===== config.mk =====
export PLATFORM = sky130hd
export DESIGN_NAME = sprite_layer_renderer
export DESIGN_NICKNAME = d
export VERILOG_FILES = /design/src/rtl/sprite_pkg.sv /design/src/rtl/sprite_channel.sv /design/src/rtl/sprite_layer_renderer.sv
export SDC_FILE = /design/constraint.sdc
export NUM_CORES = 1
export LEC_CHECK = 0
export BUFFER_PORTS_ARGS = -buffer_cell sky130_fd_sc_hd__buf_4
export CORE_ASPECT_RATIO = 1.2
export CORE_UTILIZATION = 60
export CTS_CLUSTER_DIAMETER = 40
export DETAILED_ROUTE_END_ITERATION = 10
export GPL_ROUTABILITY_DRIVEN = 0
export GPL_TIMING_DRIVEN = 1
export PLACE_DENSITY_LB_ADDON = 0.25
export SYNTH_ARGS = -nofsm -noshare
export SYNTH_HDL_FRONTEND = slang
export SYNTH_HIERARCHICAL = 1
export SYNTH_SLANG_ARGS = --single-unit

===== constraint.sdc =====
create_clock -name vga_clk -period 2.51 [get_ports vga_clk]
set_input_delay 0.502 -clock vga_clk [delete_from_list [all_inputs] [get_ports vga_clk]]
set_output_delay 0.502 -clock vga_clk [all_outputs]
set_load 0.01 [all_outputs]

===== src/rtl/sprite_pkg.sv =====
// Shared sprite definitions: direction encoding, transparent palette index,
// the per-channel sprite state record, the texture ROM contents and the
// palette mapping.
//   texel_index : address -> palette index (ROM contents, 4-bit indices)
//   palette_rgb : palette index -> 12-bit RGB {r,g,b}
package sprite_pkg;

  typedef enum logic [1:0] {
    DIR_UP    = 2'd0,
    DIR_RIGHT = 2'd1,
    DIR_DOWN  = 2'd2,
    DIR_LEFT  = 2'd3
  } dir_e;

  localparam int unsigned IDX_W = 4;
  localparam logic [IDX_W-1:0] TRANSPARENT_IDX = '0;

  typedef struct packed {
    logic [9:0] x;
    logic [9:0] y;
    dir_e       dir;
    logic       en;
  } sprite_state_t;

  // Texture pattern: xor-fold of the address nibbles plus one. Index 0
  // (transparent) appears wherever the fold is all ones.
  function automatic logic [IDX_W-1:0] texel_index(input logic [15:0] addr);
    return (addr[3:0] ^ addr[7:4] ^ addr[11:8] ^ addr[15:12]) + 4'd1;
  endfunction

  function automatic logic [11:0] palette_rgb(input logic [IDX_W-1:0] idx);
    return {idx, ~idx, idx ^ 4'h5};
  endfunction

endpackage


===== src/rtl/sprite_channel.sv =====
// One sprite channel: hit test, direction transform and synchronous ROM.
//   vga_clk, reset_n : pixel clock, async active-low reset
//   DrawX, DrawY     : current pixel position
//   state            : active sprite state {x,y,dir,en}
//   hit, idx         : registered hit flag and ROM index, two cycles after
//                      DrawX/DrawY
module sprite_channel
  import sprite_pkg::*;
#(
  parameter int unsigned SPR_DIM    = 32,
  parameter int unsigned SCALE_LOG2 = 1
) (
  input  logic             vga_clk,
  input  logic             reset_n,
  input  logic [9:0]       DrawX,
  input  logic [9:0]       DrawY,
  input  sprite_state_t    state,
  output logic             hit,
  output logic [IDX_W-1:0] idx
);

  localparam int unsigned C    = $clog2(SPR_DIM);
  localparam int unsigned AW   = 2 * C;
  localparam logic [10:0] SPAN = 11'(SPR_DIM << SCALE_LOG2);

  logic [10:0]   dx, dy;
  logic          in_x, in_y, hit_c;
  logic [C-1:0]  u, v, row, col;
  logic [AW-1:0] addr_c, addr_q;
  logic          hit_q;

  // Bounds are compared at 11 bits so a sprite near column 1023 clips
  // instead of wrapping onto column 0.
  always_comb begin
    dx     = {1'b0, DrawX} - {1'b0, state.x};
    dy     = {1'b0, DrawY} - {1'b0, state.y};
    in_x   = ({1'b0, DrawX} >= {1'b0, state.x}) &&
             ({1'b0, DrawX} <  ({1'b0, state.x} + SPAN));
    in_y   = ({1'b0, DrawY} >= {1'b0, state.y}) &&
             ({1'b0, DrawY} <  ({1'b0, state.y} + SPAN));
    hit_c  = state.en && in_x && in_y;
    u      = C'(dx >> SCALE_LOG2);
    v      = C'(dy >> SCALE_LOG2);
    row    = v;
    col    = u;
    // D-1-n is the bitwise complement because SPR_DIM is a power of two.
    case (state.dir)
      DIR_UP:    begin row = v;  col = u;  end
      DIR_DOWN:  begin row = ~v; col = ~u; end
      DIR_RIGHT: begin row = ~u; col = v;  end
      DIR_LEFT:  begin row = u;  col = ~v; end
      default:   begin row = v;  col = u;  end
    endcase
    addr_c = {row, col};
  end

  always_ff @(posedge vga_clk or negedge reset_n) begin
    if (!reset_n) begin
      addr_q <= '0;
      hit_q  <= '0;
      idx    <= '0;
      hit    <= '0;
    end else begin
      addr_q <= addr_c;
      hit_q  <= hit_c;
      idx    <= texel_index(16'(addr_q));
      hit    <= hit_q;
    end
  end

endmodule


===== src/rtl/sprite_layer_renderer.sv =====
// Sprite layer: NUM_SPRITES channels with double-buffered state, priority
// select, shared palette and registered RGB output (3-cycle latency).
//   vga_clk, reset_n       : pixel clock, async active-low reset
//   DrawX, DrawY, blank    : pixel position, high = active video
//   frame_start            : one-cycle pulse; shadow -> active, collide update
//   upd_*                  : shadow-register update handshake
//   red, green, blue       : registered 4-bit colour
//   collide                : an opaque overlap was seen in the previous frame
module sprite_layer_renderer
  import sprite_pkg::*;
#(
  parameter int unsigned NUM_SPRITES = 4,
  parameter int unsigned SPR_DIM     = 32,
  parameter int unsigned SCALE_LOG2  = 1,
  parameter logic [11:0] BG_RGB      = 12'h000,
  localparam int unsigned ID_W = (NUM_SPRITES > 1) ? $clog2(NUM_SPRITES) : 1
) (
  input  logic            vga_clk,
  input  logic            reset_n,
  input  logic [9:0]      DrawX,
  input  logic [9:0]      DrawY,
  input  logic            blank,
  input  logic            frame_start,
  input  logic            upd_valid,
  output logic            upd_ready,
  input  logic [ID_W-1:0] upd_id,
  input  logic [9:0]      upd_x,
  input  logic [9:0]      upd_y,
  input  logic [1:0]      upd_dir,
  input  logic            upd_en,
  output logic [3:0]      red,
  output logic [3:0]      green,
  output logic [3:0]      blue,
  output logic            collide
);

  sprite_state_t shadow_q [NUM_SPRITES];
  sprite_state_t active_q [NUM_SPRITES];
  logic          ready_q;
  logic          upd_fire;

  logic [NUM_SPRITES-1:0] ch_hit;
  logic [IDX_W-1:0]       ch_idx [NUM_SPRITES];

  logic             blank_d1, blank_d2;
  logic             win_found, multi, overlap;
  logic [IDX_W-1:0] win_idx;
  logic [11:0]      pix_rgb, rgb_q;
  logic             sticky_q;

  always_comb begin
    upd_ready = ready_q & ~frame_start;
    upd_fire  = upd_valid & upd_ready;
  end

  always_ff @(posedge vga_clk or negedge reset_n) begin
    if (!reset_n) begin
      ready_q <= '0;
      for (int unsigned i = 0; i < NUM_SPRITES; i++) begin
        shadow_q[i] <= '0;
        active_q[i] <= '0;
      end
    end else begin
      ready_q <= '1;
      if (frame_start) begin
        for (int unsigned i = 0; i < NUM_SPRITES; i++) begin
          active_q[i] <= shadow_q[i];
        end
      end
      if (upd_fire && (32'(upd_id) < NUM_SPRITES)) begin
        shadow_q[upd_id] <= '{x: upd_x, y: upd_y, dir: dir_e'(upd_dir), en: upd_en};
      end
    end
  end

  for (genvar g = 0; g < NUM_SPRITES; g++) begin : g_ch
    sprite_channel #(
      .SPR_DIM    (SPR_DIM),
      .SCALE_LOG2 (SCALE_LOG2)
    ) u_ch (
      .vga_clk (vga_clk),
      .reset_n (reset_n),
      .DrawX   (DrawX),
      .DrawY   (DrawY),
      .state   (active_q[g]),
      .hit     (ch_hit[g]),
      .idx     (ch_idx[g])
    );
  end

  // Lowest-numbered opaque channel wins; a second opaque one flags overlap.
  always_comb begin
    win_found = '0;
    win_idx   = '0;
    multi     = '0;
    for (int unsigned i = 0; i < NUM_SPRITES; i++) begin
      if (ch_hit[i] && (ch_idx[i] != TRANSPARENT_IDX)) begin
        if (win_found) begin
          multi = '1;
        end else begin
          win_found = '1;
          win_idx   = ch_idx[i];
        end
      end
    end
    pix_rgb = win_found ? palette_rgb(win_idx) : BG_RGB;
    overlap = blank_d2 & multi;
  end

  // An overlap coinciding with frame_start belongs to the new frame, so
  // it seeds the sticky flag rather than feeding collide.
  always_ff @(posedge vga_clk or negedge reset_n) begin
    if (!reset_n) begin
      blank_d1 <= '0;
      blank_d2 <= '0;
      rgb_q    <= '0;
      sticky_q <= '0;
      collide  <= '0;
    end else begin
      blank_d1 <= blank;
      blank_d2 <= blank_d1;
      rgb_q    <= blank_d2 ? pix_rgb : '0;
      if (frame_start) begin
        collide  <= sticky_q;
        sticky_q <= overlap;
      end else if (overlap) begin
        sticky_q <= '1;
      end
    end
  end

  always_comb begin
    red   = rgb_q[11:8];
    green = rgb_q[7:4];
    blue  = rgb_q[3:0];
  end

endmodule


==> results.rst, run 1 <==
.. list-table::
   :header-rows: 1

   * - Metric
     - Value
   * - Worst endpoint required time
     - 2.86 ns
   * - Area of the die
     - 0.0256 mm²
   * - Die Y
     - 175 µm
   * - Top-level port count
     - 64
   * - Starting utilization of the core area
     - 0.609
   * - Maximum number of pins on one net before global-route repair
     - 95
   * - Source-to-sink clock delay at the later pin of the worst-skew pair
     - approximately 0.51 ns
   * - Initial antenna violation count
     - 0
   * - Clock slew seen by the registers of the worst setup and hold paths
     - 0.06 ns
   * - Proportion of synthesized flip-flops having asynchronous set or reset
     - 1.00
   * - Cell family with most CP delay
     - compound AO/OA/AOI/OAI gates
   * - Maximum single-stage delay on the critical path
     - 0.66 ns
   * - Class of the most critical setup path
     - flop to flop
   * - Cell with the most instances after synthesis
     - sky130_fd_sc_hd__dfrtp_1
   * - Setup crit start
     - active_q[64]$_DFFE_PN0P_
   * - Outcome
     - finished clean
   * - Final Slew Violations
     - 0
   * - Mean Syn Cell Area
     - 11.5 µm²
   * - Crit path buffers/inverters
     - 1
   * - Number of rows in the core area
     - 63
   * - Post-synthesis instance total
     - 1304
   * - Violation count after the first detailed-route iteration
     - 449
   * - CTS sink count
     - 261
   * - Number of failing hold endpoints at the final stage
     - 0
   * - Start point of the worst hold path
     - blank
   * - Number of buffers inserted during clock tree synthesis
     - 34
   * - Met3 track demand over resource
     - 0.0381
   * - PwrDens
     - 1070 mW/mm²
   * - Worst-path maximum fanout
     - 7
   * - Relative contribution of combinational cells to total power
     - 0.374
   * - Fraction of final layout cells with drive strength greater than 1
     - 0.259
   * - Number of buffers added on ports
     - 63
   * - Mapped Area
     - 0.0150 mm²
   * - Worst slew slack as a fraction of its limit
     - 0.512
   * - Placeable core region
     - about 0.025 mm²
   * - Overflow left after global routing
     - 0
   * - Most Used Layer, Global Route
     - met2
   * - Cell types occupying the most area after synthesis
     - sky130_fd_sc_hd__dfrtp_1 (44%), sky130_fd_sc_hd__mux2_2 (14%), sky130_fd_sc_hd__ha_1 (10%)
   * - Internal power
     - around 12 mW
   * - Final worst-path cycle share
     - 0.950
   * - Number of fill cells in the layout
     - about 1800
   * - Cell depth of the worst hold path
     - 1
   * - Area growth syn-to-layout
     - 14.0%
   * - Routed wire length per instance
     - 19.2 µm
   * - Reg2reg start
     - active_q[64]$_DFFE_PN0P_
   * - Leakage dissipation
     - 7.81 nW
   * - Worst Setup End Kind
     - flop
   * - Overall track demand over capacity in global routing
     - 0.270
   * - Post-layout minimum cycle time
     - between 2 and 2.5 ns
   * - Pin slew with the least headroom to its limit
     - roughly 0.72 ns
   * - Worst r2r path cells
     - 7
   * - Total net switching power
     - 6.36 mW
   * - Setup violators final
     - 0
   * - Global Route met2 Usage
     - 0.480
   * - CP max-delay cell
     - sky130_fd_sc_hd__a2111oi_1
   * - Area share of the leading cell type in the synthesized netlist
     - 0.436
   * - Final routed DRC violation total
     - 0
   * - Fraction of power consumed by sequential logic
     - 0.355
   * - Mean number of vias per cell
     - 5.86
   * - Detail Placement HPWL
     - 24600 µm
   * - Clock group share of total power
     - 0.271
   * - Critical Path, Cell by Cell
     - inv_1 -> ha_1 -> a211oi_1 -> a21oi_1 -> a2111oi_1 -> a31oi_1 -> xor2_1
   * - Detailed Route WL
     - 33300 µm
   * - Switching Share
     - 0.347
   * - Met1 layer usage reported by global route
     - 0.334
   * - DR vias
     - around 10000
   * - Clock Skews
     - 0.0163 ns
   * - Depth of the critical timing path with buffers and inverters included
     - 7
   * - Post-Syn Nets
     - 1486
   * - Level count of the clock H-tree
     - 2
   * - Net count of the finished layout
     - 1564
   * - Post-route ant nets
     - 0
   * - Count of synthesis-stage warnings from yosys
     - 6
   * - Max-capacitance violation count
     - 0
   * - Overall power of the completed layout
     - 18.3 mW
   * - Die width
     - 146 µm
   * - Wire length of the first global-routing pass
     - about 54000 µm
   * - Final standard cell utilization of the core
     - 0.695
   * - Antenna fix cells
     - 0
   * - Highest attainable clock frequency
     - ~420 MHz
   * - Hold crit path type
     - primary input to flop
   * - RSZ-0062 raised after global routing
     - no
   * - Dominant cell type by area after synthesis
     - sky130_fd_sc_hd__dfrtp_1
   * - Number of buffers between clock root and the deepest sink
     - 3
   * - Startpoint type of the worst setup path
     - flop
   * - Setup repair bufs after CTS
     - 0
   * - WP data arrival
     - 2.74 ns
   * - Number of synthesized register bits
     - 261
   * - Setup_tns
     - 0 ns
   * - VDD IR-drop max
     - between 700 and 800 µV
   * - Number of synthesized flops with an enable pin
     - 0
   * - Via count of the first global-routing pass
     - 10200
   * - TritonCTS clock tree
     - yes
   * - Number of detailed-routing iterations run before antenna repair
     - 5
   * - Prevailing post-synth register cell
     - sky130_fd_sc_hd__dfrtp_1
   * - Commonest cells in the synthesized netlist
     - sky130_fd_sc_hd__dfrtp_1 (261), sky130_fd_sc_hd__mux2_2 (185), sky130_fd_sc_hd__ha_1 (124)
   * - Share of synthesized area occupied by flip-flops and latches
     - 0.436
   * - Synth cell types
     - between 70 and 80
   * - Clock root buffer
     - sky130_fd_sc_hd__clkbuf_16
[through the flow]
| stage | instance area, µm² | instances | hold slack (ns) | setup WS (ns) |
|---|---|---|---|---|
| after global placement | 15900 | 1670 | 0.335 | -0.124 |
| after global routing | 17100 | 1732 | 0.0994 | 0.104 |
| after detailed placement | 15900 | 1670 | 0.347 | -0.168 |
| after CTS | 17100 | 1731 | 0.00362 | 0.0274 |
| final | 17100 | 1732 | 0.115 | 0.127 |
| after floorplan | 15000 | 1304 | 0.206 | 0.404 |
[state kept, by name, indices dropped and copies added, names as in the netlist]
signal,flops
active_q,92
blank_d2,1
g_ch.u_ch/hit,4
g_ch.u_ch/idx,16
g_ch.u_ch/hit_q,4
collide,1
blank_d1,1
sticky_q,1
ready_q,1
g_ch.u_ch/addr_q,40
rgb_q,8
shadow_q,92
[routing by layer]
layer | vias to the layer above | share of wire
met5 | - | 0
met4 | 0 | 0.031
met3 | 62 | 0.040
met2 | 241 | 0.51
met1 | 5031 | 0.42
li1 | 4807 | -
[worst register-to-register path: stages (launching register included)]
cell and delay, ns:
sky130_fd_sc_hd__dfrtp_1 0.34, sky130_fd_sc_hd__inv_1 0.05, sky130_fd_sc_hd__ha_1 0.42, sky130_fd_sc_hd__a211oi_1 0.28, sky130_fd_sc_hd__a21oi_1 0.11, sky130_fd_sc_hd__a2111oi_1 0.66, sky130_fd_sc_hd__a31oi_1 0.19, sky130_fd_sc_hd__xor2_1 0.19
[logic make-up (layout without fill, tap and decap cells)]
kind of cell | count (synthesis) | after routing | synth area share
AOI/OAI and AO/OA | 238 | 238 | 0.116
muxes | 204 | 204 | 0.152
DFF | 261 | 261 | 0.436
buffers and inverters | 163 | 266 | 0.0456
xor gates and xnor gates | 106 | 106 | 0.0620
other | 1 | 1 | 0.000250
adders and majority gates | 132 | 132 | 0.114
and+or+nand+nor | 199 | 199 | 0.0746
[final timing paths]
kind	endpoint	slack, ns
hold reg to reg	blank_d2$_DFF_PN0_	0.35
min in group asynchronous	active_q[50]$_DFFE_PN0P_	0.54
max in group asynchronous	blank_d1$_DFF_PN0_	1.25
setup / recovery	g_ch[1].u_ch/addr_q[4]$_DFF_PN0_	0.13
setup reg to reg	g_ch[1].u_ch/addr_q[4]$_DFF_PN0_	0.13
hold / removal	blank_d1$_DFF_PN0_	0.11
[cells in the final DEF, fill, tap and decap left out, types with 10 or more instances in the layout]
master                      netlist  layout
sky130_fd_sc_hd__clkbuf_16        0      35
sky130_fd_sc_hd__xnor2_1         87      87
sky130_fd_sc_hd__nand2_1         26      26
sky130_fd_sc_hd__a31oi_1         10      10
sky130_fd_sc_hd__nand3_1         29      29
sky130_fd_sc_hd__a21o_1          14      14
sky130_fd_sc_hd__ha_1           124     124
sky130_fd_sc_hd__mux2_2         185     185
sky130_fd_sc_hd__a211oi_1        17      17
sky130_fd_sc_hd__xor2_1          19      19
sky130_fd_sc_hd__nor2_1          39      39
sky130_fd_sc_hd__o21ai_0         44      44
sky130_fd_sc_hd__nor3_1          11      11
sky130_fd_sc_hd__nor2b_1         18      18
sky130_fd_sc_hd__nand2b_1        15      15
sky130_fd_sc_hd__inv_1          122     122
sky130_fd_sc_hd__a21oi_1         58      58
sky130_fd_sc_hd__nand4_1         14      14
sky130_fd_sc_hd__mux2i_1         19      19
sky130_fd_sc_hd__buf_4            7      74
sky130_fd_sc_hd__dfrtp_1        261     261
[final cells by class]
type                            instances  area (µm²)  area share
Clock buffer                           40         935      0.0547
Clock inverter                         21         250      0.0146
Inverter                              122         458      0.0268
Tap cell                              325         407      0.0238
Sequential cell                       261        6530       0.382
Timing Repair Buffer                   83         721      0.0422
Multi-Input combinational cell        880        7780       0.456
[power by group through the flow]
stage	sequential, mW	clock (mW)	combinational (mW)
finish	6.51	4.98	6.86
global route	6.66	5.25	7.63
CTS	6.51	5.07	6.86
detailed placement	6.57	0	6.79
global placement	6.51	0	6.53
floorplan	6.18	0	5.33
[timing repair]
| action | in CTS | in global routing |
|---|---|---|
| endpoints found under the hold margin | 0 | 5 |
| hold buffers | 0 | 1 |
| setup endpoints to repair | 0 | 1 |
| gates resized for setup | 0 | 1 |
Power figures use the tool's default switching activity.
==> inputs of run 2 (changes only) <==
--- a/config.mk
+++ b/config.mk
@@ -12,6 +12,7 @@
 export DETAILED_ROUTE_END_ITERATION = 10
 export GPL_ROUTABILITY_DRIVEN = 0
 export GPL_TIMING_DRIVEN = 1
+export MAX_ROUTING_LAYER = met4
 export PLACE_DENSITY_LB_ADDON = 0.25
 export SYNTH_ARGS = -nofsm -noshare
 export SYNTH_HDL_FRONTEND = slang
==> results.rst, run 2 (synthesized netlist as in run 1, its figures left out) <==
.. list-table::
   :header-rows: 1

   * - Metric
     - Value
   * - Outcome
     - finished clean
   * - CTS sink count
     - 261
   * - Leakage dissipation
     - 7.81 nW
   * - Level count of the clock H-tree
     - 2
   * - Net count of the finished layout
     - around 1600
   * - Overflow left after global routing
     - 0
   * - Worst-path maximum fanout
     - 7
   * - Top-level port count
     - 64
   * - Number of detailed-routing iterations run before antenna repair
     - 5
   * - Wire length of the first global-routing pass
     - 53900 µm
   * - Max-capacitance violation count
     - 0
   * - Area growth syn-to-layout
     - 14.0%
   * - Placed cell area
     - 0.0159 mm²
   * - Final worst-path cycle share
     - 0.953
   * - WP data arrival
     - between 2 and 3 ns
   * - Class of the most critical setup path
     - flop to flop
   * - Largest registers
     - active_q (92), shadow_q (92), g_ch.u_ch/addr_q (40)
   * - Hold crit path type
     - primary input to flop
   * - Detail Placement HPWL
     - 24600 µm
   * - CP max-delay cell
     - sky130_fd_sc_hd__a2111oi_1
   * - Setup violators final
     - 0
   * - DR vias
     - 10200
   * - Commonest non-fill, non-tap cell in the layout
     - sky130_fd_sc_hd__dfrtp_1
   * - Mean number of vias per cell
     - 5.87
   * - Overall track demand over capacity in global routing
     - 0.279
   * - PwrDens
     - 1070 mW/mm²
   * - Cell family with most CP delay
     - compound AO/OA/AOI/OAI gates
   * - TritonCTS clock tree
     - yes
   * - Antenna fix cells
     - 0
   * - Number of buffers between clock root and the deepest sink
     - 3
   * - Via count of the first global-routing pass
     - 10200
   * - Source-to-sink clock delay at the later pin of the worst-skew pair
     - 0.51 ns
   * - Final design area excluding fillers
     - roughly 0.017 mm²
   * - Maximum number of pins on one net before global-route repair
     - 95
   * - Clock root buffer
     - sky130_fd_sc_hd__clkbuf_16
   * - Worst r2r path cells
     - 7
   * - Die Y
     - 175 µm
   * - Initial antenna violation count
     - 0
   * - Number of buffers inserted during clock tree synthesis
     - 34
   * - Crit path buffers/inverters
     - 1
   * - Placeable core region
     - 0.0246 mm²
   * - Setup repair bufs after CTS
     - 0
   * - RSZ-0062 raised after global routing
     - no
   * - Post-route ant nets
     - 0
   * - Starting utilization of the core area
     - 0.609
   * - Final Slew Violations
     - 0
   * - Area of all sequential standard cells
     - 0.00653 mm²
   * - Clock Skews
     - 0.0168 ns
   * - Maximum single-stage delay on the critical path
     - 0.67 ns
   * - Final hold slack
     - 0.114 ns
   * - Clock slew seen by the registers of the worst setup and hold paths
     - about 0.060 ns
   * - Die width
     - around 150 µm
   * - Worst slew slack as a fraction of its limit
     - 0.509
   * - Startpoint type of the worst setup path
     - flop
   * - Commonest non-fill, non-tap cells in the layout
     - sky130_fd_sc_hd__dfrtp_1 (261), sky130_fd_sc_hd__mux2_2 (185), sky130_fd_sc_hd__ha_1 (124)
   * - Final routed DRC violation total
     - 0
   * - Multi-input gate area
     - 0.00778 mm²
   * - Number of fill cells in the layout
     - roughly 1800
   * - Number of rows in the core area
     - 63
   * - Fraction of final layout cells with drive strength greater than 1
     - 0.259
   * - Post-layout minimum cycle time
     - 2.39 ns
   * - VDD IR-drop max
     - 723 µV
   * - Number of buffers added on ports
     - 63
   * - Highest attainable clock frequency
     - 418 MHz
   * - Pin slew with the least headroom to its limit
     - 0.726 ns
   * - Cell depth of the worst hold path
     - 1
   * - Number of failing hold endpoints at the final stage
     - 0
   * - Worst endpoint required time
     - 2.86 ns
   * - Worst Setup End Kind
     - flop
   * - Area of the die
     - ~0.026 mm²
   * - Violation count after the first detailed-route iteration
     - about 470
   * - Depth of the critical timing path with buffers and inverters included
     - 7
   * - Routed wire length per instance
     - slightly below 20 µm
   * - Critical Path, Cell by Cell
     - inv_1 -> ha_1 -> a211oi_1 -> a21oi_1 -> a2111oi_1 -> a31oi_1 -> xor2_1
   * - Detailed Route WL
     - about 33000 µm
[run 2: cell counts in the layout (fill, tap and decap cells not counted)]
No cell type changed its count.
[run 2: path summary, 6_finish.rpt]
path,from,end,slack [ns]
min in group asynchronous,reset_n,active_q[50]$_DFFE_PN0P_,0.53
worst max register to register,active_q[64]$_DFFE_PN0P_,g_ch[1].u_ch/addr_q[4]$_DFF_PN0_,0.12
worst max-delay path,active_q[64]$_DFFE_PN0P_,g_ch[1].u_ch/addr_q[4]$_DFF_PN0_,0.12
worst min-delay path,blank,blank_d1$_DFF_PN0_,0.11
max in group asynchronous,reset_n,blank_d1$_DFF_PN0_,1.25
worst min register to register,blank_d1$_DFF_PN0_,blank_d2$_DFF_PN0_,0.35
[run 2: cell type report]
| type | count | area share |
|---|---|---|
| multi-input combinational | 880 | 0.456 |
| timing repair buffer | 83 | 0.0422 |
| clock inverter | 21 | 0.0146 |
| tap | 325 | 0.0238 |
| clock buffer | 40 | 0.0547 |
| inverter | 122 | 0.0268 |
| sequential | 261 | 0.382 |
[run 2: timing repair]
| item | 4_1_cts | 5_1_grt |
|---|---|---|
| hold buffers | 0 | 1 |
| gates resized for setup | 0 | 1 |
| hold endpoints to repair | 0 | 5 |
| setup endpoints to repair | 0 | 1 |
[run 2: power breakdown]
group | leakage, nW | switching [mW] | internal, mW
Sequential | 3.20 | 0.970 | 5.54
Clock | 0.577 | 1.86 | 3.12
Combinational | 4.04 | 3.54 | 3.32
Total | 7.81 | 6.37 | 12.0
[run 2: routing by layer]
metal	up-vias	global-route usage	wire length, µm	share of wire
li1	4815	-	-	-
met1	5045	0.335	14200	0.42
met2	235	0.480	16900	0.51
met3	68	0.0379	1210	0.036
met4	0	0.0959	1040	0.031
met5	-	-	0	0
[run 2: through the flow]
step / total power [mW] / util / setup slack [ns] / instances / TNS (ns)
floorplan: 11.5 / - / 0.404 / 1304 / 0
global placement: 13.0 / 0.646 / -0.124 / 1670 / -0.124
detailed placement: 13.4 / 0.646 / -0.168 / 1670 / -0.168
CTS: 18.4 / 0.694 / 0.0274 / 1731 / 0
global route: 19.5 / 0.695 / 0.104 / 1732 / 0
finish: 18.4 / 0.695 / 0.119 / 1732 / 0
==> inputs of run 3 (changes only) <==
--- a/config.mk
+++ b/config.mk
@@ -5,8 +5,8 @@
 export SDC_FILE = /design/constraint.sdc
 export NUM_CORES = 1
 export LEC_CHECK = 0
+export ABC_AREA = 1
 export BUFFER_PORTS_ARGS = -buffer_cell sky130_fd_sc_hd__buf_4
-export CORE_ASPECT_RATIO = 1.2
 export CORE_UTILIZATION = 60
 export CTS_CLUSTER_DIAMETER = 40
 export DETAILED_ROUTE_END_ITERATION = 10
==> results.rst, run 3 <==
.. list-table::
   :header-rows: 1

   * - Metric
     - Value
   * - Outcome
     - finished, violations left
   * - Violations in the final reports
     - antenna violations
   * - Hold crit path type
     - primary input to flop
   * - Max-capacitance violation count
     - 0
   * - Post-layout minimum cycle time
     - approximately 1.9 ns
   * - Setup repair bufs after CTS
     - 0
   * - Area share of the leading cell type in the synthesized netlist
     - 0.422
   * - Slack of the worst reg-to-reg path
     - 0.59 ns
   * - VDD IR-drop max
     - 713 µV
   * - Net count of the finished layout
     - 2039
   * - RSZ-0062 raised after global routing
     - no
   * - Start point of the worst hold path
     - blank
   * - Share of synthesized area occupied by flip-flops and latches
     - 0.422
   * - CTS sink count
     - 261
   * - Detail Placement HPWL
     - around 27000 µm
   * - Highest attainable clock frequency
     - 521 MHz
   * - Post-synthesis instance total
     - 1782
   * - Cell with the most instances after synthesis
     - sky130_fd_sc_hd__nand2_1
   * - Number of buffers added on ports
     - 63
   * - Source-to-sink clock delay at the later pin of the worst-skew pair
     - roughly 0.52 ns
   * - Number of buffers between clock root and the deepest sink
     - 3
   * - Depth of the critical timing path with buffers and inverters included
     - 8
   * - Final worst-path cycle share
     - 0.765
   * - Mean Syn Cell Area
     - 8.68 µm²
   * - Cell types occupying the most area after synthesis
     - sky130_fd_sc_hd__dfrtp_1 (42%), sky130_fd_sc_hd__ha_1 (10%), sky130_fd_sc_hd__nand2_1 (9.1%)
   * - Mean number of vias per cell
     - ~5.5
   * - Synth cell types
     - 37
   * - Mapped Area
     - ~0.015 mm²
   * - Number of synthesized flops with an enable pin
     - 0
   * - Number of buffers inserted for hold repair after clock tree synthesis
     - 1
   * - Worst slew slack as a fraction of its limit
     - 0.621
   * - Top-level port count
     - 64
   * - Count of synthesis-stage warnings from yosys
     - 6
   * - DR vias
     - roughly 12000
   * - Number of instances resized during post-cts repair
     - 0
   * - Pin slew with the least headroom to its limit
     - 0.569 ns
   * - CP max-delay cell
     - sky130_fd_sc_hd__dfrtp_1
   * - Number of rows in the core area
     - 58
   * - Violation count after the first detailed-route iteration
     - 808
   * - Reg2reg start
     - active_q[32]$_DFFE_PN0P_
   * - Fraction of final layout cells with drive strength greater than 1
     - 0.170
   * - Commonest non-fill, non-tap cells in the layout
     - sky130_fd_sc_hd__nand2_1 (376), sky130_fd_sc_hd__dfrtp_1 (261), sky130_fd_sc_hd__inv_1 (226)
   * - Area of the die
     - 0.0264 mm²
   * - Area growth syn-to-layout
     - 14.8%
   * - Die width
     - 163 µm
   * - Cell depth of the worst hold path
     - 1
   * - Leakage dissipation
     - 9.08 nW
   * - Overflow left after global routing
     - 0
   * - Worst Setup End Kind
     - flop
   * - Cell family with most CP delay
     - adder cells
   * - Number of failing hold endpoints at the final stage
     - 0
   * - Setup violators final
     - 0
   * - Number of detailed-routing iterations run before antenna repair
     - 5
   * - Maximum number of pins on one net before global-route repair
     - 107
   * - Hold worst-path end
     - blank_d1$_DFF_PN0_
   * - WP data arrival
     - 2.33 ns
   * - Number of buffers inserted during clock tree synthesis
     - 38
   * - Worst r2r path cells
     - 8
   * - Die Y
     - 163 µm
   * - Startpoint type of the worst setup path
     - flop
   * - Via count of the first global-routing pass
     - 12200
   * - Worst endpoint required time
     - 2.92 ns
   * - Critical Path, Cell by Cell
     - ha_1 -> xnor2_1 -> ha_1 -> a21oi_1 -> o21ai_0 -> nor2_1 -> nand2_1 -> nor2_1
   * - Setup_tns
     - 0 ns
   * - Dominant cell type by area after synthesis
     - sky130_fd_sc_hd__dfrtp_1
   * - Worst-path maximum fanout
     - 5
   * - Initial antenna violation count
     - 1
   * - Post-route ant nets
     - 1
   * - Post-Syn Nets
     - 1964
   * - Maximum single-stage delay on the critical path
     - 0.43 ns
   * - Proportion of synthesized flip-flops having asynchronous set or reset
     - 1.00
   * - Prevailing post-synth register cell
     - sky130_fd_sc_hd__dfrtp_1
   * - Final routed DRC violation total
     - 0
   * - Class of the most critical setup path
     - flop to flop
   * - Starting utilization of the core area
     - 0.612
   * - Clock Skews
     - 0.0134 ns
   * - Overall track demand over capacity in global routing
     - 0.307
   * - Final hold slack
     - 0.101 ns
   * - PwrDens
     - roughly 1100 mW/mm²
   * - Crit path buffers/inverters
     - 0
   * - Clock slew seen by the registers of the worst setup and hold paths
     - approximately 0.06 ns
   * - Area of all sequential standard cells
     - between 0.006 and 0.007 mm²
   * - Number of synthesized register bits
     - around 260
   * - Terminus of the critical flop-to-flop path
     - g_ch[2].u_ch/hit_q$_DFF_PN0_
   * - Routed wire length per instance
     - 16.8 µm
   * - Largest registers
     - active_q (92), shadow_q (92), g_ch.u_ch/addr_q (40)
   * - TritonCTS clock tree
     - yes
   * - Multi-input gate area
     - 0.00773 mm²
   * - Wire length of the first global-routing pass
     - 61600 µm
   * - Final Slew Violations
     - 0
   * - Clock root buffer
     - sky130_fd_sc_hd__clkbuf_16
   * - Placeable core region
     - 0.0253 mm²
   * - Detailed Route WL
     - 37400 µm
   * - Commonest non-fill, non-tap cell in the layout
     - sky130_fd_sc_hd__nand2_1
   * - Commonest cells in the synthesized netlist
     - sky130_fd_sc_hd__nand2_1 (376), sky130_fd_sc_hd__dfrtp_1 (261), sky130_fd_sc_hd__inv_1 (226)
   * - Level count of the clock H-tree
     - 2
   * - Number of fill cells in the layout
     - 1966
## run 3: power by group
group	leakage, nW	switching [mW]	internal, mW
clock	0.701	2.04	3.92
sequential	3.10	0.953	5.53
combinational	5.28	4.16	2.86
## run 3: worst max-delay path by stage
stage	slack, ns	end	start
after floorplan	0.71	g_ch[1].u_ch/addr_q[8]$_DFF_PN0_	DrawY[0]
after global placement	0.46	g_ch[1].u_ch/addr_q[3]$_DFF_PN0_	DrawY[0]
after detailed placement	0.36	g_ch[3].u_ch/addr_q[8]$_DFF_PN0_	DrawY[0]
after CTS	0.58	g_ch[1].u_ch/hit_q$_DFF_PN0_	active_q[55]$_DFFE_PN0P_
after global routing	0.42	g_ch[0].u_ch/addr_q[8]$_DFF_PN0_	active_q[72]$_DFFE_PN0P_
final	0.59	g_ch[2].u_ch/hit_q$_DFF_PN0_	active_q[32]$_DFFE_PN0P_
## run 3: layout make-up
| type | instances | area share |
|---|---|---|
| Antenna cell | 6 | 0.000845 |
| Inverter | 250 | 0.0528 |
| Timing Repair Buffer | 76 | 0.0383 |
| Tap cell | 330 | 0.0232 |
| Sequential cell | 261 | 0.368 |
| Multi-Input combinational cell | 1230 | 0.435 |
| Clock buffer | 44 | 0.0601 |
| Clock inverter | 26 | 0.0218 |
## run 3: logic make-up after synthesis
family          synth area share
other cells             0.000242
fa+ha+maj                  0.111
mux                       0.0609
xor+xnor                  0.0462
buf+inv                   0.0781
flops                      0.422
compound gates            0.0657
simple gates               0.216
## run 3: metal layers
layer / share of wire / track usage / vias up
li1: - / - / 5904
met1: 0.44 / 0.399 / 5893
met2: 0.48 / 0.499 / 358
met3: 0.049 / 0.0385 / 74
met4: 0.028 / 0.100 / 0
met5: 0 / - / -
## run 3: through the flow
stage	utilization	cell area [µm²]	worst slack, ns	power, mW	std cells
finish	0.703	17800	0.591	19.5	2223
global route	0.703	17700	0.419	20.8	2218
CTS	0.703	17700	0.575	19.5	2217
detailed placement	0.645	16300	0.358	13.4	2146
global placement	0.645	16300	0.460	13.0	2146
floorplan	-	15500	0.710	11.5	1782
